**src/rtl/rev_gate_sequencer.sv**
```systemverilog
// Reversible-gate sequencer: applies NOT/CNOT/FANOUT/TOFFOLI to a 5-bit register.
// Define REV_GATE_HIST_EN to enable the undo-history stack; otherwise undo always errors.
module rev_gate_sequencer #(
    parameter int HIST_DEPTH = 8
) (
    input  logic       clk,
    input  logic       rst,
    input  logic       load_valid,
    input  logic [4:0] load_data,
    input  logic       cmd_valid,
    input  logic [7:0] cmd,
    output logic       cmd_ready,
    input  logic       undo_req,
    output logic [4:0] state_out,
    output logic [4:0] hist_count,
    output logic       gate_done,
    output logic       err
);

    if (HIST_DEPTH < 2 || HIST_DEPTH > 16 || (HIST_DEPTH & (HIST_DEPTH - 1)) != 0) begin : g_bad_depth
        $error("HIST_DEPTH must be a power of 2 in 2..16");
    end

    function automatic logic gate_legal(input logic [7:0] g);
        logic [2:0] ctl;
        logic [2:0] tgt;
        logic [2:0] ctl2;
        logic       ok;
        ctl  = g[5:3];
        tgt  = g[2:0];
        ctl2 = (ctl == 3'd4) ? 3'd0 : ctl + 3'd1;
        ok   = 1'b0;
        case (g[7:6])
            2'b00:   ok = (tgt <= 3'd4);
            2'b01:   ok = (ctl <= 3'd4) && (tgt <= 3'd4) && (ctl != tgt);
            2'b10:   ok = 1'b1;
            default: ok = (ctl <= 3'd4) && (tgt <= 3'd4) && (tgt != ctl) && (tgt != ctl2);
        endcase
        return ok;
    endfunction

    // Every gate is self-inverse, so the same function serves forward and undo.
    function automatic logic [4:0] apply_gate(input logic [4:0] s, input logic [7:0] g);
        logic [2:0] ctl;
        logic [2:0] ctl2;
        logic [4:0] flip;
        logic [4:0] sh1;
        logic [4:0] sh2;
        logic [4:0] r;
        ctl  = g[5:3];
        ctl2 = (ctl == 3'd4) ? 3'd0 : ctl + 3'd1;
        flip = 5'b00001 << g[2:0];
        sh1  = s >> ctl;
        sh2  = s >> ctl2;
        r    = s;
        case (g[7:6])
            2'b00:   r = s ^ flip;
            2'b01:   r = sh1[0] ? (s ^ flip) : s;
            2'b10:   r = s ^ {{4{s[0]}}, 1'b0};
            default: r = (sh1[0] && sh2[0]) ? (s ^ flip) : s;
        endcase
        return r;
    endfunction

    logic [4:0] state_q;
    logic       done_q;
    logic       err_q;

    assign state_out = state_q;
    assign gate_done = done_q;
    assign err       = err_q;

`ifdef REV_GATE_HIST_EN
    localparam int IW = $clog2(HIST_DEPTH);

    logic [7:0]    hist_mem [HIST_DEPTH];
    logic [4:0]    cnt;
    logic [IW-1:0] wr_idx;
    logic [IW-1:0] top_idx;
    logic          push;

    assign wr_idx     = cnt[IW-1:0];
    assign top_idx    = IW'(cnt - 5'd1);
    assign hist_count = cnt;
    assign cmd_ready  = !rst && !load_valid && !undo_req && (cnt < 5'(HIST_DEPTH));
    assign push       = cmd_valid && cmd_ready && gate_legal(cmd);

    always_ff @(posedge clk) begin
        if (push) begin
            hist_mem[wr_idx] <= cmd;
        end
    end

    always_ff @(posedge clk or posedge rst) begin
        if (rst) begin
            state_q <= '0;
            cnt     <= '0;
            done_q  <= 1'b0;
            err_q   <= 1'b0;
        end else begin
            done_q <= 1'b0;
            err_q  <= 1'b0;
            if (load_valid) begin
                state_q <= load_data;
                cnt     <= '0;
            end else if (undo_req) begin
                if (cnt != 5'd0) begin
                    state_q <= apply_gate(state_q, hist_mem[top_idx]);
                    cnt     <= cnt - 5'd1;
                    done_q  <= 1'b1;
                end else begin
                    err_q <= 1'b1;
                end
            end else if (cmd_valid && cmd_ready) begin
                if (push) begin
                    state_q <= apply_gate(state_q, cmd);
                    cnt     <= cnt + 5'd1;
                    done_q  <= 1'b1;
                end else begin
                    err_q <= 1'b1;
                end
            end
        end
    end
`else
    assign hist_count = '0;
    assign cmd_ready  = !rst && !load_valid;

    // An undo in the same cycle still outranks the command, which is consumed and dropped.
    always_ff @(posedge clk or posedge rst) begin
        if (rst) begin
            state_q <= '0;
            done_q  <= 1'b0;
            err_q   <= 1'b0;
        end else begin
            done_q <= 1'b0;
            err_q  <= 1'b0;
            if (load_valid) begin
                state_q <= load_data;
            end else if (undo_req) begin
                err_q <= 1'b1;
            end else if (cmd_valid && cmd_ready) begin
                if (gate_legal(cmd)) begin
                    state_q <= apply_gate(state_q, cmd);
                    done_q  <= 1'b1;
                end else begin
                    err_q <= 1'b1;
                end
            end
        end
    end
`endif

endmodule

```
**config.mk**
```make
export PLATFORM = sky130hd
export DESIGN_NAME = rev_gate_sequencer
export DESIGN_NICKNAME = d
export VERILOG_FILES = /design/src/rtl/rev_gate_sequencer.sv
export SDC_FILE = /design/constraint.sdc
export NUM_CORES = 1
export LEC_CHECK = 0
export CORE_MARGIN = 3
export CORE_UTILIZATION = 50
export CTS_BUF_LIST = sky130_fd_sc_hd__clkbuf_8
export DETAILED_ROUTE_END_ITERATION = 12
export GPL_TIMING_DRIVEN = 1
export PLACE_DENSITY = 0.87
export SETUP_SLACK_MARGIN = 0.4
export SYNTH_ARGS = -nofsm -noshare
export SYNTH_HDL_FRONTEND = slang
export SYNTH_SLANG_ARGS = --single-unit
```
**constraint.sdc**
```tcl
create_clock -name clk -period 3.11 [get_ports clk]
set_input_delay 0.622 -clock clk [delete_from_list [all_inputs] [get_ports clk]]
set_output_delay 0.622 -clock clk [all_outputs]
set_load 0.02 [all_outputs]
```
Word-level counts from Yosys, hierarchy flattened
Index checks and enable logic that the tools add are counted.

Output and inout bits: 13. Register bits after elaboration: 7. Input port bits: 18.

Eq/ne operators: 8. $add $sub $neg: 1. Mux-type cells: 20. Reductions and logical operators: 14. Shift-type cells: 3. Bitwise logic cells: 2. Magnitude comparators: 2.

Operator list (number): $mux W5 (6); $pmux W5 S3 (1); $mux W1 (11); $shr A5 B3 Y1 (2); $xor A5 B5 Y5 (2); $ne A3 B3 Y1 (3); $logic_and A1 B1 Y1 (7); $le A3 B3 Y1 const B (2); $reduce_and A5 Y1 (1); $reduce_bool A5 Y1 (1); $shl A1 B3 Y5 const A (1); $reduce_bool A2 Y1 (2); $add A3 B1 Y3 const B (1); $eq A3 B3 Y1 const B (1); $mux W3 (1); $ne A3 B3 Y1 const B (1); $pmux W1 S3 (1); $eq A2 B1 Y1 const B (1); $eq A2 B2 Y1 const B (1); $logic_not A1 Y1 (2); $logic_not A2 Y1 (1); $ne A2 B2 Y1 const B (1).

Depth between registers and ports, before layout
Gate-level depths: netlist (run 1).

Word-level depth: 12. Mapped depth: 8. Mapped depth without buffers: 8.

Least setup slack after synthesis (run 1)
Ideal clock, no wire load.

Path kind: input to register. From: in cmd[3]. To: reg state_q[0], in the netlist state_out[0]. Required time: 2.978 ns. Arrival: 2.305 ns. Setup slack: 0.673 ns. Path buffers: 0. Stages: 8. Library setup time: 0.132 ns. Cell sequence: inv_1 -> ha_1 -> inv_2 -> mux4_2 -> o31ai_4 -> a311oi_4 -> nand4_1 -> or3b_1.

Longest elaborated chain between the ends: 10. Elaborated cells between the ends (all ways): 22. Those cells by class: add/sub: 1; order compare: 1; eq/ne: 5; shift: 2; mux: 5; reduce/logical: 8.

Ends and longest elaborated chain: from (decl) (RTL line 11) `input logic [7:0] cmd,`; $add A3 B1 Y3, or another cell as far along (RTL line 31, 51); $mux W3 or $logic_and A1 B1 Y1 (tied branches); $ne A3 B3 Y1 or $logic_and A1 B1 Y1 (tied branches) (RTL line 37, 35); $logic_and A1 B1 Y1 (RTL line 37) `default: ok = (ctl <= 3'd4) && (tgt <= 3'd4) && (tgt != ctl) && (tgt != ctl2);`; $pmux W1 S3 (RTL line 33) `case (g[7:6])`; $mux W1 (RTL line 142) `end else if (cmd_valid && cmd_ready) begin`; $mux W1 (RTL line 140) `end else if (undo_req) begin`; $mux W1 (RTL line 138) `if (load_valid) begin`; $reduce_bool A2 Y1 (no line); $reduce_and A5 Y1 (no line) *; to (signal assigned) (RTL line 139) `state_q <= load_data;`; to (signal assigned) (RTL line 144) `state_q <= apply_gate(state_q, cmd);`; to (decl) (RTL line 65) `logic [4:0] state_q;`.

Every way passes the cells marked *; elsewhere a longest branch is shown, timed or not. The select of a mux whose other input is x is not followed. A chain may end at the register's enable or synchronous reset.

Worst setup path after layout (run 1)
From: in cmd[0]. To: reg state_q[1], in the netlist state_out[1].

Longest elaborated chain between the ends: 10. Elaborated cells between the ends (all ways): 23. Those cells by class: order compare: 1; eq/ne: 3; shift: 1; mux: 11; bitwise: 1; reduce/logical: 6.

Ends and longest elaborated chain (RTL line): $le A3 B3 Y1 (34, 35, 37); $logic_and A1 B1 Y1 (2 in series) (35, 37); $logic_and A1 B1 Y1 (37); $pmux W1 S3 (33); $mux W1 (142); $mux W1 (140); $mux W1 (138); $reduce_bool A2 Y1 (no line); $reduce_and A5 Y1 (no line).

Parallel ways exist; a longest one is shown, timed or not. The select of a mux whose other input is x is not followed.

==> results of run 1 <==
[synthesized netlist by cell type, types with 2 or more instances]
library cell	instances	area, um2
buf_2	2	10.0
xor2_1	5	43.8
mux2_1	2	22.5
dfrtp_1	7	175
ha_1	6	75.1
mux2i_1	2	20.0
nand3_1	5	25.0
o22ai_1	2	12.5
nand2_1	13	48.8
and3_1	2	12.5
nor2_1	5	18.8
o21ai_1	3	15.0
a311o_1	2	20.0
inv_1	13	48.8
o41ai_1	2	17.5
a21oi_1	5	25.0
o211ai_1	2	15.0
buf_4	5	37.5
o21ai_0	5	25.0
[layout by cell type (no fill, tap or decap), drive strengths merged, types with 2 or more instances in the layout]
cell type and count:
clkbuf 3, nand2b 2, dlygate4sd2 3, buf 5, and3 2, o41ai 2, xor2 5, o21ai 8
nand3 5, clkdlybuf4s50 21, a311o 2, mux2 2, dfrtp 7, nand2 13, inv 15, o211ai 2
nor2 5, conb 5, a21oi 5, ha 6, o22ai 2, mux2i 3
[cells by family after synthesis]
kind of cell    after synthesis
simple gates                 33
compound gates               29
buf+inv                      23
flops                         7
fa+ha+maj                     6
other cells                   1
xor+xnor                      5
mux                           6
[state kept, by name, indices dropped and copies added, names as in the netlist]
register,flops
err,1
gate_done,1
state_out,5
[per-stage QoR]
step | setup slack, ps | hold WS, ps | utilization [%]
final | 471 | 584 | 79.7
after global routing | 410 | 607 | 79.7
after CTS | 439 | 586 | 77.6
after detailed placement | 64.9 | 580 | 72.8
after global placement | 132 | 562 | 72.8
after floorplan | 673 | 425 | -
[how the worst min path moves through the flow]
stage	slack [ps]	cells after the start	from	to
detailed placement	580	1	state_out[2]	state_out[2]
finish	580	1	state_out[3]	state_out[3]
CTS	590	1	state_out[3]	state_out[3]
floorplan	430	1	rst	err
global placement	560	1	state_out[3]	state_out[3]
global route	610	1	state_out[2]	state_out[2]
[critical path: cells and delay by family]
kind	cells	cell delay, ps
AO/OA/AOI/OAI	4	1080
buffers and inverters	1	600
multiplexers	1	340
AND/OR/NAND/NOR	1	120
[metal layers]
metal / routed length (um) / vias up
met2: 1490 / 66
met3: 209 / 13
met1: 1030 / 460
met4: 95 / 0
li1: - / 439
met5: 0 / -
[layout make-up]
| cell class | count | share of cell area [%] |
|---|---|---|
| clock buffers | 3 | 3.25 |
| clock inverters | 1 | 0.295 |
| inverters | 14 | 4.13 |
| multi-input cells | 84 | 53.6 |
| flip-flops and latches | 7 | 13.8 |
| well taps | 24 | 2.36 |
| repair buffers | 30 | 22.5 |
[power by group]
group / total (uW) / leakage [uW] / internal [uW] / switching [uW]
clock: 133 / 0.0000269 / 85.9 / 46.7
sequential: 110 / 0.0000870 / 99.0 / 10.7
combinational: 178 / 0.000442 / 81.5 / 96.6
[repair_timing]
item,4_1_cts,5_1_grt
endpoints found under the setup margin,5,5
buffers inserted,2,0
pin swaps,2,2
gates resized for setup,8,6
hold buffers,0,0
==> impl_results.md, run 1 <==
- Most used flip-flop cell after synthesis: dfrtp_1
- Sum Neg Setup Slack: 0 ps
- Synthesized instance count: 110
- Fin. Hold Viols: 0
- Area Growth Syn to Fin: 40.5%
- GPL Wtd Cong: 0.922
- H-tree depth: 1
- Routed length per instance: 17.3 um
- Post-synth EDFFs: 0
- Post-Synth XOR/XNOR Area: 4.84%
- Worst Max-Slew Pin Slew: 624 ps
- Total die area: approximately 2400 um2
- Placed inst area: roughly 1200 um2
- Syn avg cell area: roughly 8.2 um2
- Met1 global-route usage: 24.7%
- Final min period: 2640 ps
- Initial antenna violation count: 0
- Combinational family with the most area after synthesis: compound AO/OA/AOI/OAI gates
- Final ANT Viol Nets: 0
- Clock insertion delay at the later pin of the skew report: 240 ps
- GR peak layer: met2
- Clock buffer count from CTS: 3
- Final Instance Area: 1270 um2
- Final Non-Filler Cells: 163
- Library cells used by synthesis: just over 40
- Critical path arrival: 2760 ps
- Worst hold path type: register to register
- First-pass DRT Iterations: 4
- Maximum vdd ir drop: 0.202 mV
- Core ar.: 1590 um2
- Mux contribution to synthesized area: 9.68%
- Crit path from: cmd[0]
- Hpwl dp: ~1900 um
- Post-DR vias/cell: 6.00
- Post-Route Skew: 7.33 ps
- CP peak stage delay: 600 ps
- Global route overflow: 0
- Static Leak: 0.000556 uW
- Worst setup SP type: input pin
- RSZ-0062 raised after global routing: false
- Layout cells sized above 1: 18.7%
- P per Cell Area: 331 nW/um2
- Clk slew on worst S/H paths: 50 ps
- Reg area: 175 um2
- Met3 usage: approximately 6.4%
- I/O Pins: 31
- Crit-path slowest cell: clkdlybuf4s50_1
- Vias in the first global route: a little over 900
- Total clock sinks: 7
- Post-placement cell count: 157
- R2R cell count: 6
- Max_slew headroom: 57.9%
- Overall routed net length: 2820 um
- Max FO, Critical Path: 8
- Flop-to-flop setup slack: 1050 ps
- Post-Synth Simple-Gate Area: between 10% and 20%
- Outcome: finished, final reports clean
- First-pass GRT wire length: 4240 um
- Type of the worst setup path: input pin to register
- Global Route Usage Sum: between 20% and 30%
- CP endpoint: state_out[1]
- Required @ worst endpoint: 3230 ps
- Critical path's most frequent cell: o21ai_1
- Max cap viols: 0
- CTS tree: yes
- Root buffer cell: clkbuf_8
- Worst-path cell chain: clkdlybuf4s50_1, o21ai_1, o311ai_2, o21ai_1, o221a_2, nand3_1, mux2_1
- Post-synthesis adder-cell area fraction: 8.30%
- Die X: 48.5 um
- M2 GR Usage: 39.7%
- Via count: 978
- Post-route DRC violation count: 0
- Synthesis Warnings: 0
- Reg-to-Reg End: state_out[0]
- Port Buffers: 25
- Power, Total: 420 uW
- 1st-iter DRT viols: 56
- Final max-slew violation count: 0
- Post-synthesis sequential area ratio: 19.4%
- Clk buf depth: 2
- Final Net Count: 164
- Rows: 14
- Async S/R FF share, synth: 100%
- Highest clock rate: 0.379 GHz
- # diodes: 0
- Initial Util: 56.8%
- FF-to-FF Start: state_out[0]
- Finish-stage setup viols: 0
- Final period util: 84.8%
- Footprint of the multi-input gates: 682 um2
- Filler Cell Count: 105
- Synth Cell Area: 905 um2
- Crit. End Element: register
- Synth Register Bits: 7
- Die Ht: 48.5 um
- Compound-Gate Fraction of Synth Area: a little over a quarter
- Pin count of the biggest net entering global routing: 13
Note: power is estimated with default switching activity, not from simulation.
==> inputs of run 2 (changes only) <==
- CORE_UTILIZATION: 50 -> 42
- PLACE_DENSITY: 0.87 -> 0.78
- clock period: 3.11 -> 2.4 ns (I/O delays scaled with it)
==> impl_results.md, run 2 (synthesis gave the netlist of run 1 again) <==
- H-tree depth: 1 (unchanged)
- Max FFs per register: 5 (unchanged)
- Critical path arrival: 2300 ps (was 2760 ps)
- Total die area: 2750 um2 (was 2360 um2)
- Final min period: approximately 2200 ps
- Port Buffers: 25 (unchanged)
- Flop-to-flop setup slack: 420 ps (was 1050 ps)
- CP peak stage delay: 390 ps (was 600 ps)
- CTS tree: yes (unchanged)
- Worst-path cell chain: buf_8, clkinvlp_4, ha_4, inv_4, mux4_2, o31ai_4, a311oi_4, nand3_1, mux2_4 (was clkdlybuf4s50_1, o21ai_1, o311ai_2, o21ai_1, o221a_2, nand3_1, mux2_1)
- Core ar.: 2000 um2 (was 1590 um2)
- GPL Wtd Cong: 0.884 (was 0.922)
- Clk buf depth: 2 (unchanged)
- Final ANT Viol Nets: 0 (unchanged)
- Pin count of the biggest net entering global routing: 13 (unchanged)
- Fin. Hold Viols: 0 (unchanged)
- Crit. End Element: register (unchanged)
- First-pass GRT wire length: 4120 um (was 4240 um)
- Commonest non-fill, non-tap cell in the layout: buf_4 (was clkdlybuf4s50_1)
- Crit-path slowest cell: a311oi_4 (was clkdlybuf4s50_1)
- # diodes: 0 (unchanged)
- Overall routed net length: 2500 um (was 2820 um)
- Outcome: finished, final reports clean (unchanged)
- Placed inst area: 1320 um2 (was 1160 um2)
- Required @ worst endpoint: 2510 ps (was 3230 ps)
- Highest clock rate: 0.457 GHz
- Static Leak: 0.000648 uW (was 0.000556 uW)
- Type of the worst setup path: input pin to register (unchanged)
- Total clock sinks: 7 (unchanged)
- Area Growth Syn to Fin: 56.6% (was 40.5%)
- Hold Slack: 513 ps (was 584 ps)
- RSZ-0062 raised after global routing: true (was false)
- Routed length per instance: 13.4 um (was 17.3 um)
- Worst hold path type: input pin to asynchronous set/reset pin (was register to register)
- Initial antenna violation count: 0 (unchanged)
- Hpwl dp: 1970 um (was 1850 um)
- First-pass DRT Iterations: 4 (unchanged)
- Final period util: 91.2%
- Die Ht: 52.4 um (was 48.5 um)
- Post-placement cell count: 178 (was 157)
- Die X: 52.4 um (was 48.5 um)
- Maximum vdd ir drop: 0.373 mV (was 0.202 mV)
- Clk slew on worst S/H paths: 40 ps (was 50 ps)
- Initial Util: 45.2% (was 56.8%)
- Post-Route Skew: 2.26 ps (was 7.33 ps)
- I/O Pins: 31 (unchanged)
- Final Instance Area: 1420 um2 (was 1270 um2)
- Layout cells sized above 1: 34.0% (was 18.7%)
- Vias in the first global route: 960 (was 934)
- Max cap viols: 0 (unchanged)
- Worst setup SP type: input pin (unchanged)
- Filler Cell Count: 147 (was 105)
- Crit path from: cmd[3] (was cmd[0])
- Most frequent cells in the layout: 25 x buf_4, 16 x clkdlybuf4s50_1, 13 x nand2_1 (was 21 x clkdlybuf4s50_1, 13 x nand2_1, 11 x inv_1)
- Final Net Count: 184 (was 164)
- Cell family with most CP delay: multiplexers (was compound AO/OA/AOI/OAI gates)
- Global Route Usage Sum: 19.6% (was 23.0%)
- Post-route DRC violation count: 0 (unchanged)
- Via count: 971 (was 978)
- Hold_buf cts: 0 (unchanged)
- Worst path buffer plus inverter count: 3 (was 1)
- Rows: 16 (was 14)
- Finish-stage setup viols: 0 (unchanged)
- FF-to-FF Start: state_out[0] (unchanged)
- Clock insertion delay at the later pin of the skew report: 230 ps (was 240 ps)
- Clock buffer count from CTS: 3 (unchanged)
- Root buffer cell: clkbuf_8 (unchanged)
- Sum Neg Setup Slack: 0 ps (unchanged)
- P per Cell Area: 396 nW/um2 (was 331 nW/um2)
- Reg-to-Reg End: state_out[4] (was state_out[0])
- Post-DR vias/cell: 5.22 (was 6.00)
- Final Non-Filler Cells: 186 (was 163)
- R2R cell count: 7 (was 6)
- 1st-iter DRT viols: 21 (was 56)
- Global route overflow: 0 (unchanged)
- Max FO, Critical Path: 8 (unchanged)
- Final max-slew violation count: 0 (unchanged)
run 2: what timing repair did:
action | CTS | global route
buffers inserted | 3 | 1
setup endpoints to repair | 8 | 6
gates cloned | 0 | 0
pin swaps | 9 | 2
resized for setup | 32 | 4
run 2: how the worst max path moves through the flow:
| stage | cells after the start | slack (ps) | end |
|---|---|---|---|
| after floorplan | 8 | 130 | state_out[0] |
| final | 9 | 210 | state_out[4] |
| after global placement | 9 | -460 | state_out[0] |
| after detailed placement | 9 | -560 | state_out[4] |
| after CTS | 9 | 230 | state_out[0] |
| after global routing | 9 | 130 | state_out[0] |
run 2: power by group:
group / switching [uW] / internal, uW / total [uW]
Clock: 52.2 / 112 / 165
Sequential: 14.0 / 128 / 142
Combinational: 122 / 132 / 254
run 2: cell type report:
cell class,instances,area (um2),area share [%]
multi-input combinational,84,677,47.8
clock inverter,1,5.00,0.353
inverter,14,58.8,4.15
tap,27,33.8,2.39
timing repair buffer,50,425,30.0
sequential,7,175,12.4
clock buffer,3,41.3,2.92
run 2: per-layer routing:
metal  wire length [um]  share of wire [%]  vias up  track usage, %
met5                  0                  0        -               0
met4                  0                  0        0            4.26
met3                117                4.7        0            2.85
met2               1300                 52       37            36.6
met1               1080                 43      459            23.3
li1                   -                  -      475               -
run 2: through the flow:
stage	power (uW)	setup slack (ps)	util [%]
after detailed placement	378	-563	65.7
final	561	212	70.8
after CTS	556	229	70.7
after global placement	370	-460	65.7
after floorplan	275	133	-
after global routing	594	130	70.8
